File: src/rtl/send_bytes_tx.sv
`default_nettype none
// +--------------------------------------------------------------------------+
// | send_bytes_tx : SPI-loaded frame buffer driving a WS2812-style NRZ line.  |
// | Option macro SEND_BYTES_TX_REFRESH_EN: retransmit frame after each gap.   |
// | Rev 1.0                                                                   |
// +--------------------------------------------------------------------------+
module send_bytes_tx #(
    parameter int N_BYTES = 24,
    parameter int T_BIT   = 50,
    parameter int T0H     = 16,
    parameter int T1H     = 32,
    parameter int T_RES   = 2000
) (
    input  logic clk,
    input  logic reset_n,
    input  logic sck,
    input  logic sdi,
    input  logic load,
    output logic datastream
);

    localparam int TOTAL_BITS = N_BYTES * 8;
    localparam int CNT_MAX    = (T_BIT > T_RES) ? T_BIT : T_RES;
    localparam int CW         = (CNT_MAX > 1) ? $clog2(CNT_MAX) : 1;
    localparam int BW         = (TOTAL_BITS > 1) ? $clog2(TOTAL_BITS) : 1;

    localparam logic [CW-1:0] C_BIT_END = CW'(T_BIT - 1);
    localparam logic [CW-1:0] C_RES_END = CW'(T_RES - 1);
    localparam logic [CW-1:0] C_T0H     = CW'(T0H);
    localparam logic [CW-1:0] C_T1H     = CW'(T1H);
    localparam logic [BW-1:0] C_IDX_TOP = BW'(TOTAL_BITS - 1);

    localparam logic [1:0] S_IDLE  = 2'd0;
    localparam logic [1:0] S_SEND  = 2'd1;
    localparam logic [1:0] S_LATCH = 2'd2;

    logic                  r_sck_meta, r_sck_sync, r_sck_prev;
    logic                  r_sdi_meta, r_sdi_sync;
    logic                  r_load_meta, r_load_sync, r_load_prev;
    logic [TOTAL_BITS-1:0] r_rx;
    logic [TOTAL_BITS-1:0] r_tx;
    logic                  r_pending;
    logic [1:0]            r_state;
    logic [BW-1:0]         r_idx;
    logic [CW-1:0]         r_cyc;
    logic                  r_ds;

    logic                  w_sck_rise;
    logic                  w_load_fall;
    logic [1:0]            w_state_nx;
    logic [BW-1:0]         w_idx_nx;
    logic [CW-1:0]         w_cyc_nx;
    logic                  w_load_tx;
    logic [TOTAL_BITS-1:0] w_tx_nx;
    logic [CW-1:0]         w_hi_len;
    logic                  w_ds_nx;

    assign w_sck_rise  = r_sck_sync & ~r_sck_prev;
    assign w_load_fall = r_load_prev & ~r_load_sync;
    assign datastream  = r_ds;

    always_ff @(posedge clk or negedge reset_n) begin
        if (!reset_n) begin
            r_sck_meta  <= 1'b0;
            r_sck_sync  <= 1'b0;
            r_sck_prev  <= 1'b0;
            r_sdi_meta  <= 1'b0;
            r_sdi_sync  <= 1'b0;
            r_load_meta <= 1'b0;
            r_load_sync <= 1'b0;
            r_load_prev <= 1'b0;
            r_rx        <= '0;
            r_pending   <= 1'b0;
        end else begin
            r_sck_meta  <= sck;
            r_sck_sync  <= r_sck_meta;
            r_sck_prev  <= r_sck_sync;
            r_sdi_meta  <= sdi;
            r_sdi_sync  <= r_sdi_meta;
            r_load_meta <= load;
            r_load_sync <= r_load_meta;
            r_load_prev <= r_load_sync;
            if (w_sck_rise && r_load_sync) begin
                r_rx <= {r_rx[TOTAL_BITS-2:0], r_sdi_sync};
            end
            // A new fall wins over a same-cycle hand-off so the latest data is never lost
            if (w_load_fall) begin
                r_pending <= 1'b1;
            end else if (w_load_tx) begin
                r_pending <= 1'b0;
            end
        end
    end

    always_ff @(posedge clk or negedge reset_n) begin
        if (!reset_n) begin
            r_state <= S_IDLE;
            r_idx   <= '0;
            r_cyc   <= '0;
            r_tx    <= '0;
            r_ds    <= 1'b0;
        end else begin
            r_state <= w_state_nx;
            r_idx   <= w_idx_nx;
            r_cyc   <= w_cyc_nx;
            r_tx    <= w_tx_nx;
            r_ds    <= w_ds_nx;
        end
    end

    // Bit index counts down so it addresses the transmit register MSB first
    always_comb begin
        w_state_nx = r_state;
        w_idx_nx   = r_idx;
        w_cyc_nx   = r_cyc;
        w_load_tx  = 1'b0;
        case (r_state)
            S_IDLE: begin
                if (r_pending) begin
                    w_state_nx = S_SEND;
                    w_load_tx  = 1'b1;
                    w_idx_nx   = C_IDX_TOP;
                    w_cyc_nx   = '0;
                end
            end
            S_SEND: begin
                if (r_cyc == C_BIT_END) begin
                    w_cyc_nx = '0;
                    if (r_idx == '0) begin
                        w_state_nx = S_LATCH;
                    end else begin
                        w_idx_nx = r_idx - 1'b1;
                    end
                end else begin
                    w_cyc_nx = r_cyc + 1'b1;
                end
            end
            S_LATCH: begin
                if (r_cyc == C_RES_END) begin
                    w_cyc_nx = '0;
                    w_idx_nx = C_IDX_TOP;
`ifdef SEND_BYTES_TX_REFRESH_EN
                    w_state_nx = S_SEND;
                    w_load_tx  = r_pending;
`else
                    w_state_nx = S_IDLE;
`endif
                end else begin
                    w_cyc_nx = r_cyc + 1'b1;
                end
            end
            default: begin
                w_state_nx = S_IDLE;
                w_idx_nx   = '0;
                w_cyc_nx   = '0;
            end
        endcase
    end

    // Output is computed from the next state so the line is a clean register
    always_comb begin
        w_tx_nx  = w_load_tx ? r_rx : r_tx;
        w_hi_len = w_tx_nx[w_idx_nx] ? C_T1H : C_T0H;
        w_ds_nx  = (w_state_nx == S_SEND) && (w_cyc_nx < w_hi_len);
    end

endmodule
`default_nettype wire

File: config.mk
export PLATFORM = sky130hd
export DESIGN_NAME = send_bytes_tx
export DESIGN_NICKNAME = d
export VERILOG_FILES = /design/src/rtl/send_bytes_tx.sv
export SDC_FILE = /design/constraint.sdc
export NUM_CORES = 1
export LEC_CHECK = 0
export BUFFER_PORTS_ARGS = -buffer_cell sky130_fd_sc_hd__clkbuf_2
export CAP_MARGIN = 20
export CORE_MARGIN = 8
export CORE_UTILIZATION = 55
export CTS_BUF_LIST = sky130_fd_sc_hd__clkbuf_16
export DETAILED_ROUTE_END_ITERATION = 10
export GPL_ROUTABILITY_DRIVEN = 0
export GPL_TIMING_DRIVEN = 0
export PLACE_DENSITY = 0.71
export SLEW_MARGIN = 20
export SYNTH_ARGS = -nofsm -noshare
export SYNTH_HDL_FRONTEND = slang
export SYNTH_SLANG_ARGS = --single-unit
File: constraint.sdc
create_clock -name clk -period 6.3 [get_ports clk]
set_clock_uncertainty 0.05 [all_clocks]
set_input_delay 1.89 -clock clk [delete_from_list [all_inputs] [get_ports clk]]
set_output_delay 1.89 -clock clk [all_outputs]
set_load 0.02 [all_outputs]
==> metrics.txt, run 1 <==
post-DR wirelength/cell between 20 and 25 microns; CP required 6730 ps; worst slew pin tran 1170 ps; TritonCTS clock tree yes; count of warnings emitted by yosys 0; Synth area leaders dfrtp_1 (57%), mux2_2 (13%), nand2_1 (12%); hold path startpoint r_sdi_meta; Yosys reg bits 415; Initial Util 0.558; CTS H-Tree Depth 2; Worst slew margin 0.218; FP Rows 66; placed cells 2134; MaxCap Viol Count 0; # resized after CTS 1; # DRC 0; sequential power share 0.386; Clk pwr share 0.362; Hold Path Class reg -> reg; layout cells sized above 1 0.189; first-pass GRT wire length 74900 microns; Worst R2R End datastream; top-count cell post-synth nand2_1; Reg2Reg Launch Point r_idx[1]; Setup Viol. Count Final 0; Post-Layout Cell Count roughly 2200; Bufs on Longest Clock Path 3; GR Util All Layers 0.248; FF-to-FF path depth 22; Power Density 365 nW/um^2; CP Capture Type flip-flop; I/O pin cnt 6; CTS Buf Count 43; area delta synth->final 12.1%; reg-to-reg slack, setup 290 ps; Final Critical Period 6010 ps; via density per instance 5.92; Synth Instances approximately 1700; max-slew violations 0; total gr overflow 0; Worst VDD drop 0.278 mV; Syn Area/Cell 10.8 sq um; clk_lat worst skew 550 ps; full die area 39000 sq um; Int Pwr 0.00498 W; dpl hpwl 31800 microns; largest family of logic cells by synthesized area simple AND/OR/NAND/NOR gates; most frequent cells after synthesis nand2_1 (588), dfrtp_1 (415), mux2_2 (202); DR pass1 iterations 8; Die X 197 microns; compound-gate portion of the synthesized area 0.0631; XOR/XNOR Fraction of Synth Area 0.00290; final wirelength 47400 microns; Post-Synth Adder-Cell Area 0.00345; top-area cell type share of the netlist area 0.573; Root Buffer clkbuf_16; DP Area about 19000 sq um; worst hold stages 0; vias in the first global route 13200; outcome complete, no violations; initial antenna violation count 0; RSZ-0062 raised after global routing no; Synth async-reset ratio 1.00; WHS Endpoint r_sdi_sync; CTS Sinks ~420; Antenna diodes 0; simple-gate area share of the yosys netlist 0.165; Comb power frac 0.252; Psw 0.00242 W; multiplexer share of the synthesized area 0.163; IO Port Bufs 5; largest net degree at the start of global routing 97; Synth Cell Area 18100 sq um; final worst path period share 0.954; chip height between 150 and 200 microns; Max Freq between 150 and 200 MHz; crit path from r_idx[1]; biggest area consumer among synthesized cells dfrtp_1; Final Cell Area 20300 sq um; core area about 32000 sq um; Critical Path AT ~6400 ps; number of synthesized flops with an enable pin 0; Critical Path Fanout Max 10; CP Class reg -> reg; CTS Hold Bufs 0; sequential area share after synthesis 0.573; Power Total 0.00740 W; CTS clk-pin slew, worst paths 60 ps; Nets 1745; Synth Net Count 1693; Sw Ratio 0.327; Vias 13100; Startpoint Class flip-flop; Filler cells 2611; Distinct cells, synth 79; Routed Antenna Nets 0; setup TNS 0 ps; Hold Fails Final Rpt 0; Initial DRC Count 1057; Pleak 10.5 nW; Post-synth top flop dfrtp_1; post-CTS setup buffer count 0
area by class of cell:
cell class / count / area [sq um] / area share
Sequential cell: 415 / 10400 / 0.511
Multi-Input combinational cell: 1157 / 7220 / 0.355
Clock buffer: 45 / 1130 / 0.0555
Tap cell: 442 / 553 / 0.0272
Buffer: 95 / 469 / 0.0231
Clock inverter: 29 / 352 / 0.0173
Timing Repair Buffer: 9 / 144 / 0.00709
Inverter: 14 / 58.8 / 0.00290
layer usage:
layer	share of wire	up-vias	wire [microns]	track usage
li1	-	5823	-	-
met1	0.40	6510	19000	0.323
met2	0.46	573	21800	0.388
met3	0.092	148	4350	0.0668
met4	0.046	0	2180	0.108
met5	0	-	0	0
flip-flops by register name, indices dropped and copies added (netlist names):
register,count
r_rx,192
r_cyc,11
r_tx,192
r_sdi_sync,1
r_sck_sync,1
r_idx,8
r_load_sync,1
r_sdi_meta,1
datastream,1
r_pending,1
r_sck_meta,1
r_load_meta,1
r_load_prev,1
r_state,2
r_sck_prev,1
critical path, stage by stage (launching register included):
cell and delay, ps:
dfrtp_1 450, inv_1 170, ha_1 190, nor3b_1 490, a211oi_1 150, mux2i_1 170, and2_1 270, clkbuf_1 570
buf_2 440, o21ai_0 140, o221ai_1 210, o311ai_0 290, a41oi_2 350, o311ai_1 190, and2_1 190, ha_1 190
nor2_1 100, nand2_1 70, nor3_1 170, or4b_1 520, or2_2 300, o22ai_1 120, a31o_1 140
cell usage in the layout (no fill, tap or decap), types with 18 or more instances in the layout:
master | netlist | routed
o21ai_0 | 43 | 43
nand2_1 | 588 | 588
dfrtp_1 | 415 | 415
mux2_2 | 202 | 202
inv_1 | 11 | 21
mux2i_1 | 54 | 54
nor2_1 | 58 | 58
buf_2 | 17 | 18
clkbuf_1 | 58 | 52
clkbuf_16 | 0 | 45
how the worst max path moves through the flow:
stage                            end  slack [ps]  cells past startpoint
after global routing      datastream           4                     23
after floorplan           datastream        1740                     22
after global placement     r_rx[178]       -5750                      1
after detailed placement  datastream         100                     22
after CTS                 datastream          20                     23
final                     datastream         290                     22
cells by family after synthesis:
group | count (synthesis)
mux | 262
buf+inv | 111
fa+ha+maj | 5
xor+xnor | 6
simple gates | 727
compound gates | 157
flops | 415
power groups by stage:
stage	logic (W)	clock network, W	registers, W
6_report	0.00187	0.00268	0.00286
5_1_grt	0.00197	0.00282	0.00287
3_3_place_gp	0.00177	0	0.00290
3_5_place_dp	0.00180	0	0.00290
4_1_cts	0.00182	0.00271	0.00285
2_1_floorplan	0.00113	0	0.00287
per-stage QoR:
step	setup slack (ps)	hold WS (ps)	util
2_1_floorplan	1740	281	-
3_3_place_gp	-5750	286	0.576
3_5_place_dp	95.7	287	0.580
4_1_cts	19.3	305	0.625
5_1_grt	4.40	308	0.626
6_report	290	304	0.626
(Power assumes the default switching activity.)
==> run 2: changes to the inputs <==
--- a/config.mk
+++ b/config.mk
@@ -9,11 +9,10 @@
 export CAP_MARGIN = 20
 export CORE_MARGIN = 8
 export CORE_UTILIZATION = 55
-export CTS_BUF_LIST = sky130_fd_sc_hd__clkbuf_16
 export DETAILED_ROUTE_END_ITERATION = 10
 export GPL_ROUTABILITY_DRIVEN = 0
 export GPL_TIMING_DRIVEN = 0
-export PLACE_DENSITY = 0.71
+export PLACE_DENSITY = 0.72
 export SLEW_MARGIN = 20
 export SYNTH_ARGS = -nofsm -noshare
 export SYNTH_HDL_FRONTEND = slang
==> run 2 against run 1 <==
  * Core utilization shrank 0.16 points
  * Cell count increased by 0.27%
  * Critical path depth fell by 1
  * Global-route usage up 0.16 points
  * Sequential power hardly changed
  * Routed wire length decreased by 0.26%
  * First-iteration DRC count up 6.3%
  * Fmax increased by 2.4%
  * Sequential cell count unchanged
  * Largest cell class unchanged
  * Largest power group unchanged
==> metrics.txt, run 2 (synthesis gave the netlist of run 1 again) <==
GR Util All Layers 0.250; Max Freq around 170 MHz; Routed Antenna Nets 0; Worst VDD drop around 0.23 mV; Vias 12900; vias in the first global route 13200; sequential power share 0.395; Psw 0.00243 W; full die area 39000 sq um; dpl hpwl around 32000 microns; max-slew violations 0; crit path from r_state[0]; Comb power frac 0.258; CTS Buf Count 44; first-pass GRT wire length between 70000 and 80000 microns; commonest non-fill, non-tap cell in the layout nand2_1; DR pass1 iterations 5; final wirelength 47300 microns; Hold Slack 298 ps; Clk pwr share 0.347; Initial DRC Count 1124; Hold Fails Final Rpt 0; clk_lat worst skew 550 ps; initial antenna violation count 1; most frequent cells in the layout nand2_1 (588), dfrtp_1 (415), mux2_2 (202); biggest regs r_rx (192), r_tx (192), r_cyc (11); CTS Hold Bufs 0; largest net degree at the start of global routing 92; layout cells sized above 1 0.194; total gr overflow 0; post-DR wirelength/cell about 21 microns; core area 32500 sq um; reg-to-reg slack, setup 430 ps; MaxCap Viol Count 0; area delta synth->final 11.8%; Final Critical Period approximately 5900 ps; Sw Ratio 0.336; Worst slew margin 0.289; Post-Layout Cell Count around 2200; Setup Viol. Count Final 0; Pleak 10.4 nW; Worst R2R End datastream; Filler cells 2640; placed cells 2135; via density per instance roughly 5.8; Hold Path Class reg -> reg; CP Capture Type flip-flop; Root Buffer clkbuf_16; chip height between 150 and 200 microns; Reg2Reg Launch Point r_state[0]; outcome complete, no violations; FF-to-FF path depth 21; TritonCTS clock tree yes; Critical Path Fanout Max 10; CP Class reg -> reg; CTS clk-pin slew, worst paths approximately 60 ps; CP endpoint datastream; Critical Path AT 6300 ps; CTS H-Tree Depth 2; CTS Sinks 415; FP Rows 66; Register Area 10400 sq um; pre-CTS WS between 80 and 90 ps; Startpoint Class flip-flop; CP required 6730 ps; # DRC 0; Int Pwr 0.00480 W; RSZ-0062 raised after global routing no; worst slew pin tran 1060 ps; final worst slack 431 ps; I/O pin cnt 6; area occupied by multi-input gates 7200 sq um; Nets 1749; final worst path period share 0.932; Die X 197 microns; Power Density 357 nW/um^2; Bufs on Longest Clock Path 3; Initial Util 0.558; IO Port Bufs 5
run 2: changes by cell type in the layout (fill, tap and decap cells not counted), moves of 5 or more:
cell | previous run | this run
clkbuf_8 | 1 | 11
bufinv_16 | 9 | 1
clkbuf_1 | 52 | 61
inv_1 | 21 | 11
clkinv_1 | 5 | 0
run 2: worst min path at each step:
| stage | start | end | slack [ps] | depth (start not counted) |
|---|---|---|---|---|
| global placement | r_sdi_meta | r_sdi_sync | 290 | 0 |
| floorplan | r_load_meta | r_load_sync | 280 | 0 |
| CTS | r_sdi_meta | r_sdi_sync | 300 | 0 |
| detailed placement | r_load_meta | r_load_sync | 290 | 0 |
| global route | r_sdi_meta | r_sdi_sync | 310 | 0 |
| finish | r_sdi_meta | r_sdi_sync | 300 | 0 |
run 2: stage by stage:
step           cell area [sq um]  setup TNS [ps]  power (W)  utilization
2_1_floorplan              18100               0    0.00401            -
3_3_place_gp               18700        -2376960    0.00467        0.576
3_5_place_dp               18800               0    0.00471        0.580
4_1_cts                    20200               0    0.00722        0.623
5_1_grt                    20200               0    0.00750        0.624
6_report                   20300               0    0.00723        0.624
run 2: area by class of cell:
class | instances | area share
flip-flops and latches | 415 | 0.513
multi-input cells | 1157 | 0.356
clock buffers | 64 | 0.0641
well taps | 442 | 0.0273
plain buffers | 96 | 0.0234
repair buffers | 11 | 0.00883
clock inverters | 12 | 0.00482
inverters | 14 | 0.00290
diodes | 1 | 0.000124
run 2: what timing repair did:
item,CTS,global route
gates resized for setup,0,17
endpoints found under the hold margin,0,0
endpoints found under the setup margin,0,1
buffers inserted,0,1
run 2: power groups by stage:
stage / combinational [W] / sequential, W / clock [W]
4_1_cts: 0.00181 / 0.00285 / 0.00256
2_1_floorplan: 0.00113 / 0.00287 / 0
3_5_place_dp: 0.00181 / 0.00290 / 0
5_1_grt: 0.00197 / 0.00286 / 0.00266
3_3_place_gp: 0.00178 / 0.00290 / 0
6_report: 0.00186 / 0.00285 / 0.00251
run 2: routing by layer:
layer,GRT usage,vias to the layer above,share of wire
met5,0,-,0.00027
met3,0.0535,156,0.080
met4,0.110,2,0.045
met2,0.396,513,0.46
met1,0.329,6429,0.41
li1,-,5819,-
run 2: worst max-delay path, stage by stage (launching register included):
cell and delay (ps):
dfrtp_1 440, clkbuf_1 250, nor2_1 300, clkbuf_1 460
clkbuf_1 480, clkbuf_1 750, nand2_1 110, nand2_1 120
nor3_1 50, a211oi_1 320, a211oi_1 110, nor3b_1 200
o2111ai_1 340, and2_1 290, ha_1 170, nor2_1 90
nand2_1 70, nor3_1 120, or4b_1 510, or2_2 300
o22ai_1 120, a31o_1 140
==> run 3: changes to the inputs <==
--- a/config.mk
+++ b/config.mk
@@ -12,8 +12,10 @@
 export DETAILED_ROUTE_END_ITERATION = 10
 export GPL_ROUTABILITY_DRIVEN = 0
 export GPL_TIMING_DRIVEN = 0
+export MAX_ROUTING_LAYER = met4
 export PLACE_DENSITY = 0.72
 export SLEW_MARGIN = 20
 export SYNTH_ARGS = -nofsm -noshare
 export SYNTH_HDL_FRONTEND = slang
 export SYNTH_SLANG_ARGS = --single-unit
+export TNS_END_PERCENT = 20
==> run 3 against run 2 <==
  * Combinational power hardly changed
  * Global-route usage increased by 0.78 points
  * Cell count hardly changed
  * Clock power is essentially flat
==> metrics.txt, run 3 (synthesis gave the netlist of run 1 again) <==
Worst R2R End datastream; IO Port Bufs 5; initial antenna violation count 2; first-pass GRT wire length about 75000 microns; layout cells sized above 1 0.193; CTS Buf Count 44; final worst path period share 0.948; CTS clk-pin slew, worst paths 60 ps; full die area 39000 sq um; CTS Hold Bufs 0; worst hold stages 0; Max Freq 167 MHz; dpl hpwl 32300 microns; Power Density around 360 nW/um^2; largest net degree at the start of global routing 92; Hold Path Class reg -> reg; Final Critical Period about 6000 ps; clk_lat worst skew 560 ps; Critical Path Fanout Max 10; I/O pin cnt 6; MaxCap Viol Count 0; Die X 197 microns; Pleak 10.4 nW; biggest regs r_rx (192), r_tx (192), r_cyc (11); CTS Sinks roughly 420; Routed Antenna Nets 0; post-DR wirelength/cell between 20 and 25 microns; area occupied by multi-input gates slightly above 7000 sq um; via density per instance 5.82; RSZ-0062 raised after global routing no; CP required between 6000 and 7000 ps; Bufs on Longest Clock Path 3; Worst slew margin 0.294; DP Area 18800 sq um; Startpoint Class flip-flop; FF-to-FF path depth 21; TritonCTS clock tree yes; outcome complete, no violations; Nets 1749; Critical Path AT about 6400 ps; FP Rows between 60 and 70; Initial Util 0.558; Initial DRC Count 1045; core area 32500 sq um; worst slew pin tran 1060 ps; commonest non-fill, non-tap cell in the layout nand2_1; Register Area 10400 sq um; DR pass1 iterations 5; Worst VDD drop 0.224 mV; vias in the first global route approximately 13000; WHS Endpoint r_sdi_sync; reg-to-reg slack, setup roughly 330 ps; Hold Fails Final Rpt 0; Setup Viol. Count Final 0; # DRC 0; Final Util 0.624; GR Util All Layers 0.258; CTS H-Tree Depth 2; Vias around 13000; hold path startpoint r_sdi_meta; area delta synth->final 11.8%; Root Buffer clkbuf_16; Reg2Reg Launch Point r_state[0]; Filler cells about 2600; most frequent cells in the layout nand2_1 (588), dfrtp_1 (415), mux2_2 (202); Final Cell Area between 20000 and 25000 sq um; total gr overflow 0; chip height 197 microns; max-slew violations 0; final wirelength 47200 microns; CP Capture Type flip-flop; CP Class reg -> reg
==> run 3: cell types whose count changed in the layout (fill, tap and decap cells not counted), sizes merged <==
cell / delta
diode: +1
==> run 3: final cells by class <==
cell class | count | share of cell area
Sequential cell | 415 | 0.513
Multi-Input combinational cell | 1157 | 0.356
Clock buffer | 64 | 0.0641
Tap cell | 442 | 0.0273
Buffer | 96 | 0.0234
Timing Repair Buffer | 11 | 0.00883
Clock inverter | 12 | 0.00482
Inverter | 14 | 0.00290
Antenna cell | 2 | 0.000247
==> run 3: report_power, final <==
part / leakage (nW) / internal [W] / switching [W]
Sequential: 5.72 / 0.00276 / 0.0000908
Combinational: 4.03 / 0.000569 / 0.00129
Clock: 0.688 / 0.00147 / 0.00104
==> run 3: stage by stage <==
stage	setup TNS, ps	worst slack [ps]	hold WS [ps]	total power [W]	std cells
after global placement	-2376960	-5780	286	0.00467	2130
final	0	328	297	0.00722	2213
after CTS	0	46.3	302	0.00722	2211
after detailed placement	0	86.7	286	0.00471	2135
after global routing	0	14.0	312	0.00750	2213
after floorplan	0	1740	281	0.00401	1683
==> run 3: metal layers <==
metal	part of all wire	vias up	track usage
met3	0.081	161	0.0612
met2	0.46	489	0.394
met5	0	-	-
met1	0.41	6410	0.325
li1	-	5824	-
met4	0.046	0	0.114
==> run 3: how the worst max path moves through the flow <==
stage,end,startpoint
finish,datastream,r_state[0]
global route,datastream,r_state[0]
global placement,r_rx[129],reset_n
detailed placement,datastream,r_state[0]
CTS,datastream,r_state[0]
floorplan,datastream,r_cyc[1]
==> run 3: timing repair <==
item,CTS,global route
endpoints found under the setup margin,0,1
setup buffers,0,1
gates resized for setup,0,15
==> run 3: critical path: stages (launching register included) <==
cell,delay [ps]
dfrtp_1,430
clkbuf_1,240
nor2_1,300
clkbuf_1,460
clkbuf_1,490
clkbuf_1,710
nand2_1,110
nand2_1,110
mux2i_1,70
mux2i_1,390
a311oi_1,150
a31oi_1,420
o311ai_1,230
and2_1,190
ha_1,170
nor2_1,90
nand2_1,70
nor3_1,120
or4b_1,510
or2_2,300
o22ai_1,120
a31o_1,140
